### config.mk
export PLATFORM = sky130hd
export DESIGN_NAME = ahb_apb_bridge_param_flat
export DESIGN_NICKNAME = d
export VERILOG_FILES = /design/src/rtl/ahb_apb_bridge_param_if.sv /design/src/rtl/ahb_apb_bridge_param.sv /design/src/flat_wrapper.sv
export SDC_FILE = /design/constraint.sdc
export NUM_CORES = 1
export LEC_CHECK = 0
export CORE_AREA = 2 2 169 88
export DETAILED_ROUTE_END_ITERATION = 12
export DIE_AREA = 0 0 171 90
export PLACE_DENSITY = 0.73
export SLEW_MARGIN = 20
export SYNTH_ARGS = -nofsm -noshare
export SYNTH_HDL_FRONTEND = slang
export SYNTH_SLANG_ARGS = --single-unit
### constraint.sdc
create_clock -name Hclk -period 3.2 [get_ports Hclk]
set_clock_uncertainty 0.2 [all_clocks]
set_input_delay 0.64 -clock Hclk [delete_from_list [all_inputs] [get_ports Hclk]]
set_output_delay 0.64 -clock Hclk [all_outputs]
set_load 0.02 [all_outputs]
### src/rtl/ahb_apb_bridge_param_if.sv
// Bus bundle between the AHB-Lite side and the APB side of the bridge.
// Handshake: an AHB transfer is accepted when Hreadyout & Hreadyin & Htrans[1];
// an APB access completes on the cycle Penable & Pready are both high.
interface ahb_apb_bridge_param_if #(
  parameter int ADDR_W  = 32,
  parameter int DATA_W  = 32,
  parameter int NUM_SLV = 4
);
  logic              Hwrite;
  logic              Hreadyin;
  logic [1:0]        Htrans;
  logic [ADDR_W-1:0] Haddr;
  logic [DATA_W-1:0] Hwdata;
  logic [DATA_W-1:0] Hrdata;
  logic [1:0]        Hresp;
  logic              Hreadyout;
  logic [ADDR_W-1:0] Paddr;
  logic [DATA_W-1:0] Pwdata;
  logic [DATA_W-1:0] Prdata;
  logic [NUM_SLV-1:0] Pselx;
  logic              Pwrite;
  logic              Penable;
  logic              Pready;
  logic              Pslverr;

  modport slave (
    input  Hwrite, Hreadyin, Htrans, Haddr, Hwdata, Prdata, Pready, Pslverr,
    output Hrdata, Hresp, Hreadyout, Paddr, Pwdata, Pselx, Pwrite, Penable
  );

  modport master (
    output Hwrite, Hreadyin, Htrans, Haddr, Hwdata, Prdata, Pready, Pslverr,
    input  Hrdata, Hresp, Hreadyout, Paddr, Pwdata, Pselx, Pwrite, Penable
  );
endinterface

### src/rtl/ahb_apb_bridge_param.sv
// Parametrised AHB-Lite to APB bridge: one transfer in flight, PREADY wait states,
// PSLVERR and decode errors mapped to a two-cycle AHB ERROR, optional access timeout.
module ahb_apb_bridge_param #(
  parameter int ADDR_W  = 32,
  parameter int DATA_W  = 32,
  parameter int NUM_SLV = 4,
  parameter int SEL_LSB = 12,
  parameter int TIMEOUT = 0
) (
  input  logic                   Hclk,
  input  logic                   Hresetn,
  ahb_apb_bridge_param_if.slave  bus,
  output logic [2:0]             dbg_state
);
  typedef enum logic [2:0] {
    S_IDLE   = 3'd0,
    S_LATCH  = 3'd1,
    S_SETUP  = 3'd2,
    S_ACCESS = 3'd3,
    S_ERR1   = 3'd4,
    S_ERR2   = 3'd5
  } state_e;

  localparam int CNT_W = (TIMEOUT > 1) ? $clog2(TIMEOUT) : 1;
  localparam logic [CNT_W-1:0]   CNT_LAST = CNT_W'((TIMEOUT > 0) ? TIMEOUT - 1 : 0);
  localparam logic [NUM_SLV-1:0] SEL_ONE  = NUM_SLV'(1);

  state_e             state_q, state_d;
  logic [ADDR_W-1:0]  haddr_q, haddr_d;
  logic               hwrite_q, hwrite_d;
  logic [3:0]         idx_q, idx_d;
  logic [ADDR_W-1:0]  paddr_q, paddr_d;
  logic               pwrite_q, pwrite_d;
  logic [DATA_W-1:0]  pwdata_q, pwdata_d;
  logic [NUM_SLV-1:0] psel_q, psel_d;
  logic               penable_q, penable_d;
  logic [DATA_W-1:0]  hrdata_q, hrdata_d;
  logic               err_q, err_d;
  logic               hready_q, hready_d;
  logic [CNT_W-1:0]   cnt_q, cnt_d;
  logic               valid;
  logic               unused_htrans0;

  assign unused_htrans0 = bus.Htrans[0];
  assign valid = hready_q & bus.Hreadyin & bus.Htrans[1];

  always_comb begin
    state_d   = state_q;
    haddr_d   = haddr_q;
    hwrite_d  = hwrite_q;
    idx_d     = idx_q;
    paddr_d   = paddr_q;
    pwrite_d  = pwrite_q;
    pwdata_d  = pwdata_q;
    psel_d    = psel_q;
    penable_d = penable_q;
    hrdata_d  = hrdata_q;
    err_d     = err_q;
    hready_d  = hready_q;
    cnt_d     = cnt_q;
    case (state_q)
      S_IDLE, S_ERR2: begin
        // ERR2 is the second ERROR cycle and doubles as an address-phase sampler.
        err_d    = 1'b0;
        hready_d = 1'b1;
        state_d  = S_IDLE;
        if (valid) begin
          haddr_d  = bus.Haddr;
          hwrite_d = bus.Hwrite;
          idx_d    = bus.Haddr[SEL_LSB +: 4];
          hready_d = 1'b0;
          state_d  = S_LATCH;
        end
      end
      S_LATCH: begin
        if (hwrite_q) pwdata_d = bus.Hwdata;
        if (int'(idx_q) >= NUM_SLV) begin
          err_d   = 1'b1;
          state_d = S_ERR1;
        end else begin
          psel_d   = SEL_ONE << idx_q;
          paddr_d  = haddr_q;
          pwrite_d = hwrite_q;
          state_d  = S_SETUP;
        end
      end
      S_SETUP: begin
        penable_d = 1'b1;
        cnt_d     = '0;
        state_d   = S_ACCESS;
      end
      S_ACCESS: begin
        if (bus.Pready) begin
          psel_d    = '0;
          penable_d = 1'b0;
          if (bus.Pslverr) begin
            err_d   = 1'b1;
            state_d = S_ERR1;
          end else begin
            hready_d = 1'b1;
            if (!pwrite_q) hrdata_d = bus.Prdata;
            state_d  = S_IDLE;
          end
        end else if ((TIMEOUT > 0) && (cnt_q == CNT_LAST)) begin
          psel_d    = '0;
          penable_d = 1'b0;
          err_d     = 1'b1;
          state_d   = S_ERR1;
        end else begin
          cnt_d = cnt_q + 1'b1;
        end
      end
      S_ERR1: begin
        hready_d = 1'b1;
        state_d  = S_ERR2;
      end
      default: begin
        psel_d    = '0;
        penable_d = 1'b0;
        err_d     = 1'b0;
        hready_d  = 1'b1;
        state_d   = S_IDLE;
      end
    endcase
  end

  always_ff @(posedge Hclk or negedge Hresetn) begin
    if (!Hresetn) begin
      state_q   <= S_IDLE;
      haddr_q   <= '0;
      hwrite_q  <= 1'b0;
      idx_q     <= '0;
      paddr_q   <= '0;
      pwrite_q  <= 1'b0;
      pwdata_q  <= '0;
      psel_q    <= '0;
      penable_q <= 1'b0;
      hrdata_q  <= '0;
      err_q     <= 1'b0;
      hready_q  <= 1'b1;
      cnt_q     <= '0;
    end else begin
      state_q   <= state_d;
      haddr_q   <= haddr_d;
      hwrite_q  <= hwrite_d;
      idx_q     <= idx_d;
      paddr_q   <= paddr_d;
      pwrite_q  <= pwrite_d;
      pwdata_q  <= pwdata_d;
      psel_q    <= psel_d;
      penable_q <= penable_d;
      hrdata_q  <= hrdata_d;
      err_q     <= err_d;
      hready_q  <= hready_d;
      cnt_q     <= cnt_d;
    end
  end

  assign bus.Hrdata    = hrdata_q;
  assign bus.Hresp     = {1'b0, err_q};
  assign bus.Hreadyout = hready_q;
  assign bus.Paddr     = paddr_q;
  assign bus.Pwdata    = pwdata_q;
  assign bus.Pselx     = psel_q;
  assign bus.Pwrite    = pwrite_q;
  assign bus.Penable   = penable_q;
  assign dbg_state     = state_q;
endmodule
### src/flat_wrapper.sv
// flat-port wrapper written by rule: the top's interface ports become plain ports
module ahb_apb_bridge_param_flat 
#(
  parameter int ADDR_W  = 32,
  parameter int DATA_W  = 32,
  parameter int NUM_SLV = 4,
  parameter int SEL_LSB = 12,
  parameter int TIMEOUT = 0
)
  (Hclk, Hresetn, dbg_state, bus_Hwrite, bus_Hreadyin, bus_Htrans, bus_Haddr, bus_Hwdata, bus_Prdata, bus_Pready, bus_Pslverr, bus_Hrdata, bus_Hresp, bus_Hreadyout, bus_Paddr, bus_Pwdata, bus_Pselx, bus_Pwrite, bus_Penable);
  ahb_apb_bridge_param_if #(.ADDR_W(ADDR_W), .DATA_W(DATA_W), .NUM_SLV(NUM_SLV)) bus_i ();
  input  logic Hclk;
  input  logic Hresetn;
  output logic [2:0] dbg_state;
  input wire logic [$bits(bus_i.Hwrite)-1:0] bus_Hwrite;
  input wire logic [$bits(bus_i.Hreadyin)-1:0] bus_Hreadyin;
  input wire logic [$bits(bus_i.Htrans)-1:0] bus_Htrans;
  input wire logic [$bits(bus_i.Haddr)-1:0] bus_Haddr;
  input wire logic [$bits(bus_i.Hwdata)-1:0] bus_Hwdata;
  input wire logic [$bits(bus_i.Prdata)-1:0] bus_Prdata;
  input wire logic [$bits(bus_i.Pready)-1:0] bus_Pready;
  input wire logic [$bits(bus_i.Pslverr)-1:0] bus_Pslverr;
  output wire logic [$bits(bus_i.Hrdata)-1:0] bus_Hrdata;
  output wire logic [$bits(bus_i.Hresp)-1:0] bus_Hresp;
  output wire logic [$bits(bus_i.Hreadyout)-1:0] bus_Hreadyout;
  output wire logic [$bits(bus_i.Paddr)-1:0] bus_Paddr;
  output wire logic [$bits(bus_i.Pwdata)-1:0] bus_Pwdata;
  output wire logic [$bits(bus_i.Pselx)-1:0] bus_Pselx;
  output wire logic [$bits(bus_i.Pwrite)-1:0] bus_Pwrite;
  output wire logic [$bits(bus_i.Penable)-1:0] bus_Penable;
  assign bus_i.Hwrite = bus_Hwrite;
  assign bus_i.Hreadyin = bus_Hreadyin;
  assign bus_i.Htrans = bus_Htrans;
  assign bus_i.Haddr = bus_Haddr;
  assign bus_i.Hwdata = bus_Hwdata;
  assign bus_i.Prdata = bus_Prdata;
  assign bus_i.Pready = bus_Pready;
  assign bus_i.Pslverr = bus_Pslverr;
  assign bus_Hrdata = bus_i.Hrdata;
  assign bus_Hresp = bus_i.Hresp;
  assign bus_Hreadyout = bus_i.Hreadyout;
  assign bus_Paddr = bus_i.Paddr;
  assign bus_Pwdata = bus_i.Pwdata;
  assign bus_Pselx = bus_i.Pselx;
  assign bus_Pwrite = bus_i.Pwrite;
  assign bus_Penable = bus_i.Penable;
  ahb_apb_bridge_param #(.ADDR_W(ADDR_W), .DATA_W(DATA_W), .NUM_SLV(NUM_SLV), .SEL_LSB(SEL_LSB), .TIMEOUT(TIMEOUT)) u_core (.Hclk(Hclk), .Hresetn(Hresetn), .bus(bus_i), .dbg_state(dbg_state));
endmodule
==> run metrics <==
Core ar. roughly 14000 um2; synthesized flop and latch total 140; via/cell ratio 4.61; Hold Fails Final Rpt 0; post-route insts no fill 759; Critical Path Fanout Max 14; worst-path cell chain clkdlybuf4s50_1; CTS Sinks 140; FP Rows 31; P&R area growth vs syn 51.2%; worst-skew pair later-pin latency 0.40 ns; Netlist cell types 38; cell family with most CP delay buffers and inverters; PwrDens 1070 nW/um2; kind of critical path register to output port; Max Fclk 401 MHz; DRC Markers 0; CP Depth 1; Worst Tran Pin Value between 0.6 and 0.7 ns; Setup crit start u_core.dbg_state[1]; ys flop type dfrtp_1; RSZ-0062 raised after global routing no; crit path buf inv count 1; worst-case reg-to-reg path depth 3; detailed router's first-iteration violation count between 200 and 250; GPL Wtd Cong 0.739; post-layout min period approximately 2.5 ns; WL final 12400 um; IO Count 212; VDD IR-drop max 0.000437 V; Max-slew headroom 0.562; syn nets 437; largest net degree at the start of global routing 73; final core occ 0.592; Post-synth EDFFs 0; Leak ~3.6 nW; CTS tree built; Initial Util 0.392; Die Wd 171 um; Design Power about 8.9 mW; All-Layer GR Usage 0.170; Worst Setup EP dbg_state[1]; total gr overflow 0; clock buffer depth 2; worst hold-check path type input port to asynchronous set/reset pin; CTS H-tree depth 4; Crit Reg-Reg Endpoint u_core.bus.Paddr[24]; Seq/Total Area, Yosys 0.637; hpwl dp a little under 9000 um; Port Buffers 209; post-route ant nets 0; Critical Path Start Type register; launch point of the worst reg-to-reg path u_core.dbg_state[2]; Cells after Synth 333; # setup viols final 0; setup_tns 0 ns; antenna diode count 0; vias in the first global route 3831; cts hold-fix bufs 0; postcts setup bufs 0; antenna violations before repair 0; leading area contributor after synthesis dfrtp_1; slowest stage cell, crit path clkdlybuf4s50_1; post-CTS sizing 0; layout cells sized above 1 0.314; CTS buffer count 17; Setup crit end kind output port; Die Area 15400 um2; Final Max Slew Viols 0; clk slew on worst S/H paths about 0.060 ns; Post-Syn Area per Cell 16.5 um2; dpl cells between 700 and 800; First-pass DRT Iterations 4; CP arrival ~1.7 ns; CP max stage delay 0.70 ns; max cap viols 0; routed via count 3496; Vert. Die Dim around 90 um; cell area after synthesis roughly 5500 um2; R2R Setup Slk 0.93 ns; fraction of registers with async set/reset 1.00; area share of the largest cell type after synthesis 0.633; Filler cells 1087; Tcrit/Tclk final 0.779; YS warnings 0; Wirelength per Cell 16.4 um; final net count around 650; status completed; first-pass GRT wire length 20400 um; CP required 2.36 ns; synth top area cells dfrtp_1, mux2_2, mux2_4, buf_6, buf_12; clk root buf clkbuf_16
==> how the worst min path moves through the flow <==
stage               depth (start not counted)            startpoint  slack (ns)                    to
detailed placement                          1  u_core.bus.Paddr[14]        0.28  u_core.bus.Paddr[14]
global route                                1               Hresetn         0.1    u_core.haddr_q[19]
global placement                            1  u_core.bus.Paddr[15]        0.27  u_core.bus.Paddr[15]
CTS                                         1               Hresetn        0.07  u_core.bus.Paddr[26]
floorplan                                   0               Hresetn        0.14  u_core.bus.Hrdata[0]
finish                                      1               Hresetn        0.05  u_core.bus.Paddr[26]
==> metrics by stage <==
step                      worst slack [ns]  hold slack [ns]  cell area (um2)
after floorplan                       1.11            0.144             5500
after global placement               0.705            0.271             7740
after global routing                 0.594           0.0984             8310
after detailed placement             0.682            0.282             7740
after CTS                            0.689           0.0710             8310
final                                0.708           0.0531             8310
==> power breakdown <==
part           total [mW]  internal [mW]  switching (mW)
registers            3.15           2.65           0.504
logic                3.85           2.16            1.68
clock network        1.88           1.11           0.773
total                8.88           5.92            2.96
==> cell usage after synthesis (all sizes together) (2+ instances only) <==
library cell / instances
inv: 4
buf: 16
clkbuf: 3
o21ai: 2
a21oi: 3
mux2: 127
nor4: 2
or3b: 2
a31o: 4
nand4b: 3
nor3: 3
and2: 3
nor2: 5
dfrtp: 139
==> worst reg2reg max path, stage by stage, from the launching register on <==
cell	delay, ns
dfrtp_1	0.49
or3b_1	0.52
nand2b_4	0.49
mux2_4	0.45
==> flip-flops by register name, indices dropped and copies added, names as in the netlist <==
register and flops:
u_core.bus.Hrdata 32, u_core.bus.Hreadyout 1, u_core.bus.Paddr 32, u_core.bus.Penable 1, u_core.bus.Pselx 4, u_core.bus.Pwdata 32, u_core.bus.Pwrite 1, u_core.dbg_state 3
u_core.err_q 1, u_core.haddr_q 32, u_core.hwrite_q 1
==> per-layer routing <==
metal	share of wire	track usage
met2	0.46	0.267
met4	0.0034	0.0374
met1	0.43	0.215
met5	0	0
met3	0.098	0.0762
==> area by class of cell <==
cell class              instances  area, um2  area share
multi-input cells             170       1820       0.219
inverters                       4       15.0     0.00181
repair buffers                215       2150       0.259
clock inverters                13        131      0.0158
clock buffers                  19        443      0.0533
flip-flops and latches        140       3500       0.422
well taps                     198        248      0.0298
==> kinds of logic (layout without fill, tap and decap cells) <==
kind of cell           after synthesis  in the layout  synth area share
buffers and inverters               23            251            0.0328
muxes                              127            127             0.276
DFF                                140            140             0.637
other                                1              1          0.000682
AOI/OAI and AO/OA                   16             16            0.0214
and+or+nand+nor                     26             26            0.0321
==> layout by cell type (no fill, tap or decap), types with 4 or more instances in the layout <==
master and instances:
dfrtp_1 139, clkdlybuf4s50_1 208, inv_6 5, buf_4 5, a31o_2 4, mux2_4 23
inv_1 4, clkbuf_16 17, mux2_2 104, nor2_1 4
Power figures use the tool's default switching activity.
